**src/rtl/mpmc10_rd_data_collect.sv**
```systemverilog
// Packs strip-burst read beats into one line buffer and hands the finished line,
// tagged with its 16-byte-aligned base address, to the fill logic over valid/ack.
module mpmc10_rd_data_collect #(
  parameter int MAX_STRIPS = 4,
  parameter int SW         = 2
) (
  input  logic                      clk,
  input  logic                      rst,
  input  logic                      start,
  input  logic [5:0]                num_strips,
  input  logic [31:0]               addr_base,
  input  logic                      rd_data_valid,
  input  logic [127:0]              rd_data,
  input  logic                      line_ack,
  output logic                      line_valid,
  output logic [MAX_STRIPS*128-1:0] line_data,
  output logic [31:0]               line_addr,
  output logic                      busy,
  output logic [5:0]                strip_cnt,
  output logic                      overrun
);

  localparam logic [5:0] LAST_MAX = 6'(MAX_STRIPS - 1);

  typedef enum logic [1:0] {
    IDLE    = 2'd0,
    COLLECT = 2'd1,
    DONE    = 2'd2
  } state_t;

  state_t     state;
  logic [5:0] last;

  // Requests for more strips than the buffer holds saturate to the final slot.
  function automatic logic [5:0] sat_last(input logic [5:0] n);
    return (n > LAST_MAX) ? LAST_MAX : n;
  endfunction

  assign busy = (state != IDLE);

  always_ff @(posedge clk) begin
    if (rst) begin
      state      <= IDLE;
      last       <= '0;
      strip_cnt  <= '0;
      line_valid <= 1'b0;
      overrun    <= 1'b0;
      line_data  <= '0;
      line_addr  <= 32'h1FFF_FFF0;
    end else begin
      case (state)
        IDLE: begin
          if (rd_data_valid)
            overrun <= 1'b1;
          if (start) begin
            last      <= sat_last(num_strips);
            line_addr <= {addr_base[31:4], 4'h0};
            strip_cnt <= '0;
            line_data <= '0;
            state     <= COLLECT;
          end
        end
        COLLECT: begin
          if (rd_data_valid) begin
            line_data[32'(strip_cnt[SW-1:0]) * 128 +: 128] <= rd_data;
            strip_cnt <= strip_cnt + 6'd1;
            if (strip_cnt == last) begin
              line_valid <= 1'b1;
              state      <= DONE;
            end
          end
        end
        DONE: begin
          // Line stays frozen until the consumer takes it; stray beats are flagged.
          if (rd_data_valid)
            overrun <= 1'b1;
          if (line_ack) begin
            line_valid <= 1'b0;
            state      <= IDLE;
          end
        end
        default: begin
          line_valid <= 1'b0;
          state      <= IDLE;
        end
      endcase
    end
  end

endmodule

```
**config.mk**
```make
export PLATFORM = sky130hd
export DESIGN_NAME = mpmc10_rd_data_collect
export DESIGN_NICKNAME = d
export VERILOG_FILES = /design/src/rtl/mpmc10_rd_data_collect.sv
export SDC_FILE = /design/constraint.sdc
export NUM_CORES = 1
export LEC_CHECK = 0
export ABC_CLOCK_PERIOD_IN_PS = 3300
export BUFFER_PORTS_ARGS = -buffer_cell sky130_fd_sc_hd__buf_2
export CAP_MARGIN = 20
export CORE_AREA = 2 2 285 287
export CTS_CLUSTER_DIAMETER = 100
export DETAILED_ROUTE_END_ITERATION = 12
export DIE_AREA = 0 0 287 289
export GPL_ROUTABILITY_DRIVEN = 0
export PLACE_DENSITY = 0.57
export SLEW_MARGIN = 20
export SYNTH_ARGS = -nofsm -noshare
export SYNTH_HDL_FRONTEND = slang
export SYNTH_SLANG_ARGS = --single-unit
```
**constraint.sdc**
```tcl
create_clock -name clk -period 3.3 [get_ports clk]
set_input_delay 0.495 -clock clk [delete_from_list [all_inputs] [get_ports clk]]
set_output_delay 0.495 -clock clk [all_outputs]
set_load 0.02 [all_outputs]
```
==> out/metrics.csv, run 1 <==
stage,metric,value,unit
timing,setup tns final,0,ns
clock_tree,# clock sinks,556,
drt,routed vias/inst,4.844,
logic_synthesis,Synth Flop Type,dfxtp_1,
clock_tree,post-CTS setup buffers,0,
logic_synthesis,Synth area leaders,"dfxtp_1 (53%), nand3_1 (12%), a21oi_1 (12%), nand2_1 (9.7%), buf_2 (2.1%)",
logic_synthesis,Yosys top cell by area,dfxtp_1,
status,status,"complete, no violations",
logic_synthesis,Mapped Avg Cell Area,8.438,um^2
grt,initial antenna violation count,11,
logic_synthesis,multiplexer share of the synthesized area,0.01455,
timing,Fin. Hold Viols,0,
placement,placed wire-length estimate,57.14,mm
worst_hold_path,Hold Startpoint,addr_base[7],
critical_path,critical path class,reg2reg,
critical_path,critical path endpoint category,flip-flop,
logic_synthesis,Synth top cells by count,"dfxtp_1 (556), nand2_1 (541), nand3_1 (516)",
critical_path,WP data required,3.80,ns
timing,Final Cycle Share,0.7725,
clock_tree,"CTS clk-pin slew, worst paths",0.06,ns
placement,pre-CTS WS,0.7948,ns
clock_tree,clk_lat worst skew,0.60,ns
critical_path,crit-path max FO,30,
grt,gr ovfl total,0,
flow_run,MaxCap Viol Count,0,
clock_tree,CTS tree,done,
floorplanning,row cnt,104,
grt,GRT Util Overall,0.1949,
critical_path,r2r startpoint,strip_cnt[1],
layout,Post-Layout Inst Area,27240,um^2
layout,FILL cells,8549,
drt,Vias,20363,
pwr,VDD IR max,0.3590,mV
layout,area of the multi-input gates,8138,um^2
clock_tree,CTS Buf Count,66,
floorplanning,Die ar.,82940,um^2
floorplanning,Die Y,289,um
grt,first-pass GRT wire length,124.3,mm
clock_tree,clock root cell,clkbuf_16,
drt,Antenna Nets Post-Route,0,
logic_synthesis,"Warnings, synthesis",0,
layout,post-route insts no fill,4204,
timing,slew margin rel.,0.4905,
timing,Clock Skew,0.02731,ns
logic_synthesis,top-count cell post-synth,dfxtp_1,
logic_synthesis,Async SR Flop Fraction,0,
timing,Setup WS post-layout,0.7507,ns
logic_synthesis,Post-Synth Simple-Gate Area,0.2336,
clock_tree,H-tree depth,3,
clock_tree,# hold bufs at CTS,0,
critical_path,worst path arrival time,3.05,ns
logic_synthesis,number of synthesized flops with an enable pin,0,
pwr,pwr dens,584.2,nW/um^2
grt,pin count of the biggest net entering global routing,126,
logic_synthesis,Synth Instances,2477,
logic_synthesis,largest family of logic cells by synthesized area,simple AND/OR/NAND/NOR gates,
clock_tree,Max Root-Sink Buffers,3,
timing,Pins Over Slew Limit,0,
worst_hold_path,worst min-delay path category,in2reg,
timing,endpoints failing setup,0,
timing,f_max,392.3,MHz
logic_synthesis,Synth Area in Compound Gates,0.1295,
layout,share of layout cells above drive strength 1,0.2885,
logic_synthesis,XOR/XNOR Fraction of Synth Area,0.004191,
placement,# port buffers,715,
drt,Initial DRC Count,1574,
drt,First-pass DRT Iterations,8,
drt,routed wire length,85.93,mm
timing,RSZ-0062 raised after global routing,no,
grt,vias in the first global route,18839,
floorplanning,I/O Pins,724,
layout,"Net count, final",3261,
pwr,Pleak,11.04,nW
clock_tree,post-cts gate resize count,0,
logic_synthesis,sequential area share after synthesis,0.5326,
layout,synth-to-layout area growth,30.32,%
logic_synthesis,Yosys cell types,48,
logic_synthesis,Synth Register Bits,556,
critical_path,crit path from,strip_cnt[1],
drt,# DRC,0,
critical_path,Worst Setup Start Kind,flip-flop,
logic_synthesis,area share of the largest cell type after synthesis,0.5326,
placement,post-placement cell count,4076,
timing,Worst Tran Pin Value,0.7643,ns
placement,instance area at placement,25010,um^2
drt,mean routed wirelength per cell,20.44,um
logic_synthesis,mapped cell area,20900,um^2
floorplanning,Die W,287,um
layout,Sequential Area,11130,um^2
logic_synthesis,Synth Area in Adders,0.003592,
timing,min cycle time layout,2.549,ns
floorplanning,Starting Density,0.2616,
floorplanning,Floorplan Core Area,79900,um^2
## worst max-delay path: stages, from the launching register on
cell and delay, ns:
dfxtp_1 0.51, inv_1 0.14, ha_1 0.36, nor2b_1 0.20, and4_4 0.66, buf_12 0.28
nand3_1 0.10, a21oi_1 0.15
## per-layer routing
| layer | wire (um) | vias up | track usage |
|---|---|---|---|
| met2 | 41640 | 852 | 0.3212 |
| li1 | - | 9637 | - |
| met1 | 35390 | 9722 | 0.2472 |
| met5 | 0 | - | 0 |
| met3 | 6112 | 152 | 0.04386 |
| met4 | 2791 | 0 | 0.07682 |
## cell usage in the layout (no fill, tap or decap), types with 3 or more instances in the layout
| cell type | synthesis | final |
|---|---|---|
| a21o_4 | 0 | 4 |
| a21oi_1 | 514 | 514 |
| a21oi_4 | 1 | 4 |
| and2_1 | 4 | 4 |
| buf_12 | 11 | 27 |
| buf_2 | 88 | 714 |
| buf_4 | 50 | 36 |
| bufinv_16 | 0 | 5 |
| clkbuf_1 | 47 | 15 |
| clkbuf_16 | 0 | 69 |
| clkbuf_8 | 0 | 7 |
| clkinv_2 | 0 | 12 |
| clkinv_4 | 0 | 3 |
| clkinv_8 | 0 | 4 |
| conb_1 | 1 | 4 |
| dfxtp_1 | 556 | 556 |
| diode_2 | 0 | 11 |
| ha_1 | 6 | 6 |
| inv_1 | 3 | 3 |
| mux2i_1 | 29 | 29 |
| nand2_1 | 541 | 541 |
| nand3_1 | 516 | 516 |
| nor2_1 | 12 | 12 |
| nor3_1 | 4 | 4 |
| o21ai_0 | 3 | 3 |
| xnor2_1 | 8 | 8 |
## where the power goes
group / internal (mW) / total [mW] / switching (mW)
clock: 4.41 / 7.44 / 3.03
combinational: 0.389 / 1.61 / 1.22
sequential: 6.81 / 6.87 / 0.0582
## final timing paths
path                                       end  slack, ns  cells past startpoint
worst max-delay path            line_data[165]       0.75                      7
worst min-delay path              line_addr[7]       0.12                      3
worst max register to register  line_data[165]       0.75                      7
worst min register to register   line_data[36]       0.44                      2
## logic make-up after synthesis
logic type,Yosys count
other cells,1
flops,556
fa+ha+maj,6
compound gates,531
xor+xnor,10
buf+inv,246
simple gates,1097
mux,30
## sequential cells by signal, indices dropped and copies added (netlist names)
name / cells
line_data: 512
line_addr: 28
last: 6
strip_cnt: 6
state: 2
line_valid: 1
overrun: 1
## layout make-up
class	count	share of cell area
clock buffers	91	0.06900
inverters	4	0.0005513
well taps	1060	0.04870
flip-flops and latches	556	0.4087
diodes	11	0.001011
multi-input cells	1678	0.2988
clock inverters	26	0.01176
repair buffers	778	0.1615
## stage by stage
| step | power (mW) | util | hold slack [ns] |
|---|---|---|---|
| 2_1_floorplan | 8.012 | - | 0.4504 |
| 3_3_place_gp | 8.619 | 0.3130 | 0.4352 |
| 3_5_place_dp | 8.617 | 0.3130 | 0.4397 |
| 4_1_cts | 16.10 | 0.3405 | 0.06168 |
| 5_1_grt | 16.47 | 0.3409 | 0.08451 |
| 6_report | 15.91 | 0.3409 | 0.1155 |
No activity file was read; power rests on OpenSTA's default activity.
==> run 2, diff against run 1 <==
- ABC_CLOCK_PERIOD_IN_PS: 3300 -> 2490
- clock period: 3.3 -> 2.49 ns (I/O delays scaled with it)
==> run 2 against run 1 <==
Core utilization up 0.76 points. Non-clock buffer count rose by 48. Global-route usage about the same. Power rose by 35%. Critical path depth unchanged. Count of clock-buffer cells in the layout increased by 4. Sequential power up 32%. Fmax rose by 16%. Highest routed layer is now met5.
==> out/metrics.csv, run 2 (synthesis gave the netlist of run 1 again) <==
stage,metric,value,unit,change
grt,pin count of the biggest net entering global routing,126,,unchanged
critical_path,critical path endpoint category,flip-flop,,
layout,"Net count, final",3309,,+1.5%
pwr,Switching Power,5.739,mW,+33%
grt,first-pass GRT wire length,124.4,mm,about the same
pwr,VDD IR max,0.5553,mV,+55%
layout,biggest regs,"line_data: 512 flops, line_addr: 28 flops",,
drt,# DRC,0,,unchanged
clock_tree,Max Root-Sink Buffers,3,,unchanged
pwr,sequential share of power,0.423,,-0.009
clock_tree,clk_lat worst skew,0.60,ns,about the same
layout,"most common cell after layout, fill and taps aside",buf_2,,
timing,min cycle time layout,2.204,ns,-0.3454 ns
drt,routed vias/inst,4.848,,about the same
pwr,power share of the combinational group,0.105,,+0.004
status,status,"complete, no violations",,
timing,Final Cycle Share,0.8851,,+0.1126
critical_path,critical path class,reg2reg,,
critical_path,Worst Setup Start Kind,flip-flop,,
pwr,pwr dens,772.1,nW/um^2,+32%
timing,f_max,453.8,MHz,+16%
pwr,clock group share of total power,0.472,,+0.005
pwr,power after layout,21.49,mW,+35%
layout,final design utilization,0.3485,,+0.007564
grt,GRT Util Overall,0.1948,,about the same
timing,Fin. Hold Viols,0,,unchanged
floorplanning,Die W,287,um,unchanged
critical_path,crit-path max FO,31,,+3.3%
timing,Pins Over Slew Limit,0,,unchanged
placement,placed wire-length estimate,58.50,mm,+2.4%
grt,GRT met1 Usage,0.2465,,-0.0006846
timing,Clock Skew,0.01802,ns,-0.009291 ns
clock_tree,"CTS clk-pin slew, worst paths",0.06,ns,about the same
timing,Worst Tran Pin Value,0.7862,ns,+0.02189 ns
grt,met3 Resource Use GR,0.04638,,+0.002520
timing,setup tns final,0,ns,unchanged
worst_hold_path,worst min-delay path category,in2reg,,
floorplanning,I/O Pins,724,,unchanged
grt,initial antenna violation count,13,,+2
drt,mean routed wirelength per cell,20.28,um,-0.80%
layout,synth-to-layout area growth,33.21,%,
critical_path,WP data required,3.00,ns,-0.80 ns
floorplanning,Die ar.,82940,um^2,unchanged
floorplanning,row cnt,104,,unchanged
floorplanning,Floorplan Core Area,79900,um^2,unchanged
timing,RSZ-0062 raised after global routing,no,,
grt,met2 GRT Util,0.3136,,-0.007590
floorplanning,Starting Density,0.2616,,unchanged
grt,busiest grt layer,met2,,
layout,Reg with most FFs,line_data,,
pwr,sw frac,0.2670,,-0.003557
layout,number of flip-flops in the largest register,512,,unchanged
drt,First-pass DRT Iterations,7,,-1
timing,Setup WS post-layout,0.2861,ns,-0.4646 ns
drt,Initial DRC Count,1532,,-2.7%
floorplanning,Die Y,289,um,unchanged
clock_tree,H-tree depth,3,,unchanged
clock_tree,clock root cell,clkbuf_16,,
drt,Vias,20614,,+1.2%
timing,endpoints failing setup,0,,unchanged
critical_path,worst path arrival time,2.71,ns,-0.34 ns
clock_tree,post-CTS setup buffers,0,,unchanged
layout,share of layout cells above drive strength 1,0.2910,,+0.002471
grt,vias in the first global route,19002,,+0.87%
pwr,internal power,15.76,mW,+36%
timing,slew margin rel.,0.4759,,-0.01460
layout,most frequent cells in the layout,"buf_2 (714), dfxtp_1 (556), nand2_1 (541), nand3_1 (516), a21oi_1 (514)",,
placement,pre-CTS WS,0.2835,ns,-0.5113 ns
placement,# port buffers,715,,unchanged
drt,routed wire length,86.22,mm,+0.33%
drt,Antenna Nets Post-Route,0,,unchanged
clock_tree,# clock sinks,556,,unchanged
grt,gr ovfl total,0,,unchanged
clock_tree,CTS tree,done,,
flow_run,MaxCap Viol Count,0,,unchanged
pwr,Pleak,11.33,nW,+2.6%
clock_tree,CTS Buf Count,66,,unchanged
-- run 2: layer usage --
metal,part of all wire,up-vias,wire [um]
met1,0.41,9810,35090
met3,0.078,179,6756
met2,0.47,904,40750
li1,-,9719,-
met5,0.00023,-,20
met4,0.042,2,3601
-- run 2: repair_timing --
action	4_1_cts	5_1_grt
hold buffers	29	0
gates resized for setup	0	0
endpoints found under the hold margin	29	0
-- run 2: per-stage QoR --
step	hold WS [ns]	cells	area (um^2)
2_1_floorplan	0.4504	2480	20910
3_3_place_gp	0.4349	4095	25250
3_5_place_dp	0.4397	4095	25250
4_1_cts	0.005190	4242	27820
5_1_grt	0.03247	4252	27840
6_report	0.05997	4252	27840
-- run 2: final cells by class --
| class | count | area, um^2 |
|---|---|---|
| Timing Repair Buffer | 826 | 4932 |
| Clock buffer | 95 | 1954 |
| Tap cell | 1060 | 1326 |
| Multi-Input combinational cell | 1678 | 8138 |
| Sequential cell | 556 | 11130 |
| Inverter | 4 | 15.01 |
| Clock inverter | 23 | 319.1 |
| Antenna cell | 10 | 25.02 |
| Fill cell | 8523 | 52060 |
-- run 2: path summary, 6_finish.rpt --
path,slack [ns],startpoint,to,cells past startpoint
worst max-delay path,0.29,strip_cnt[1],line_data[150],7
worst min-delay path,0.06,addr_base[6],line_addr[6],3
worst max register to register,0.29,strip_cnt[1],line_data[150],7
worst min register to register,0.44,line_data[209],line_data[209],2
-- run 2: power by group through the flow --
stage,Sequential (mW),Clock (mW),Combinational [mW]
floorplan,9.43,0,1.19
global placement,9.29,0,2.21
detailed placement,9.29,0,2.20
CTS,9.09,10.4,2.24
global route,9.10,10.7,2.38
finish,9.10,10.2,2.25
-- run 2: worst max-delay path, stage by stage (launching register included) --
cell and delay [ns]:
dfxtp_1 0.41, inv_1 0.11, ha_1 0.34, nor2b_1 0.20
and4_4 0.49, buf_12 0.28, nand3_1 0.10, a21oi_1 0.16
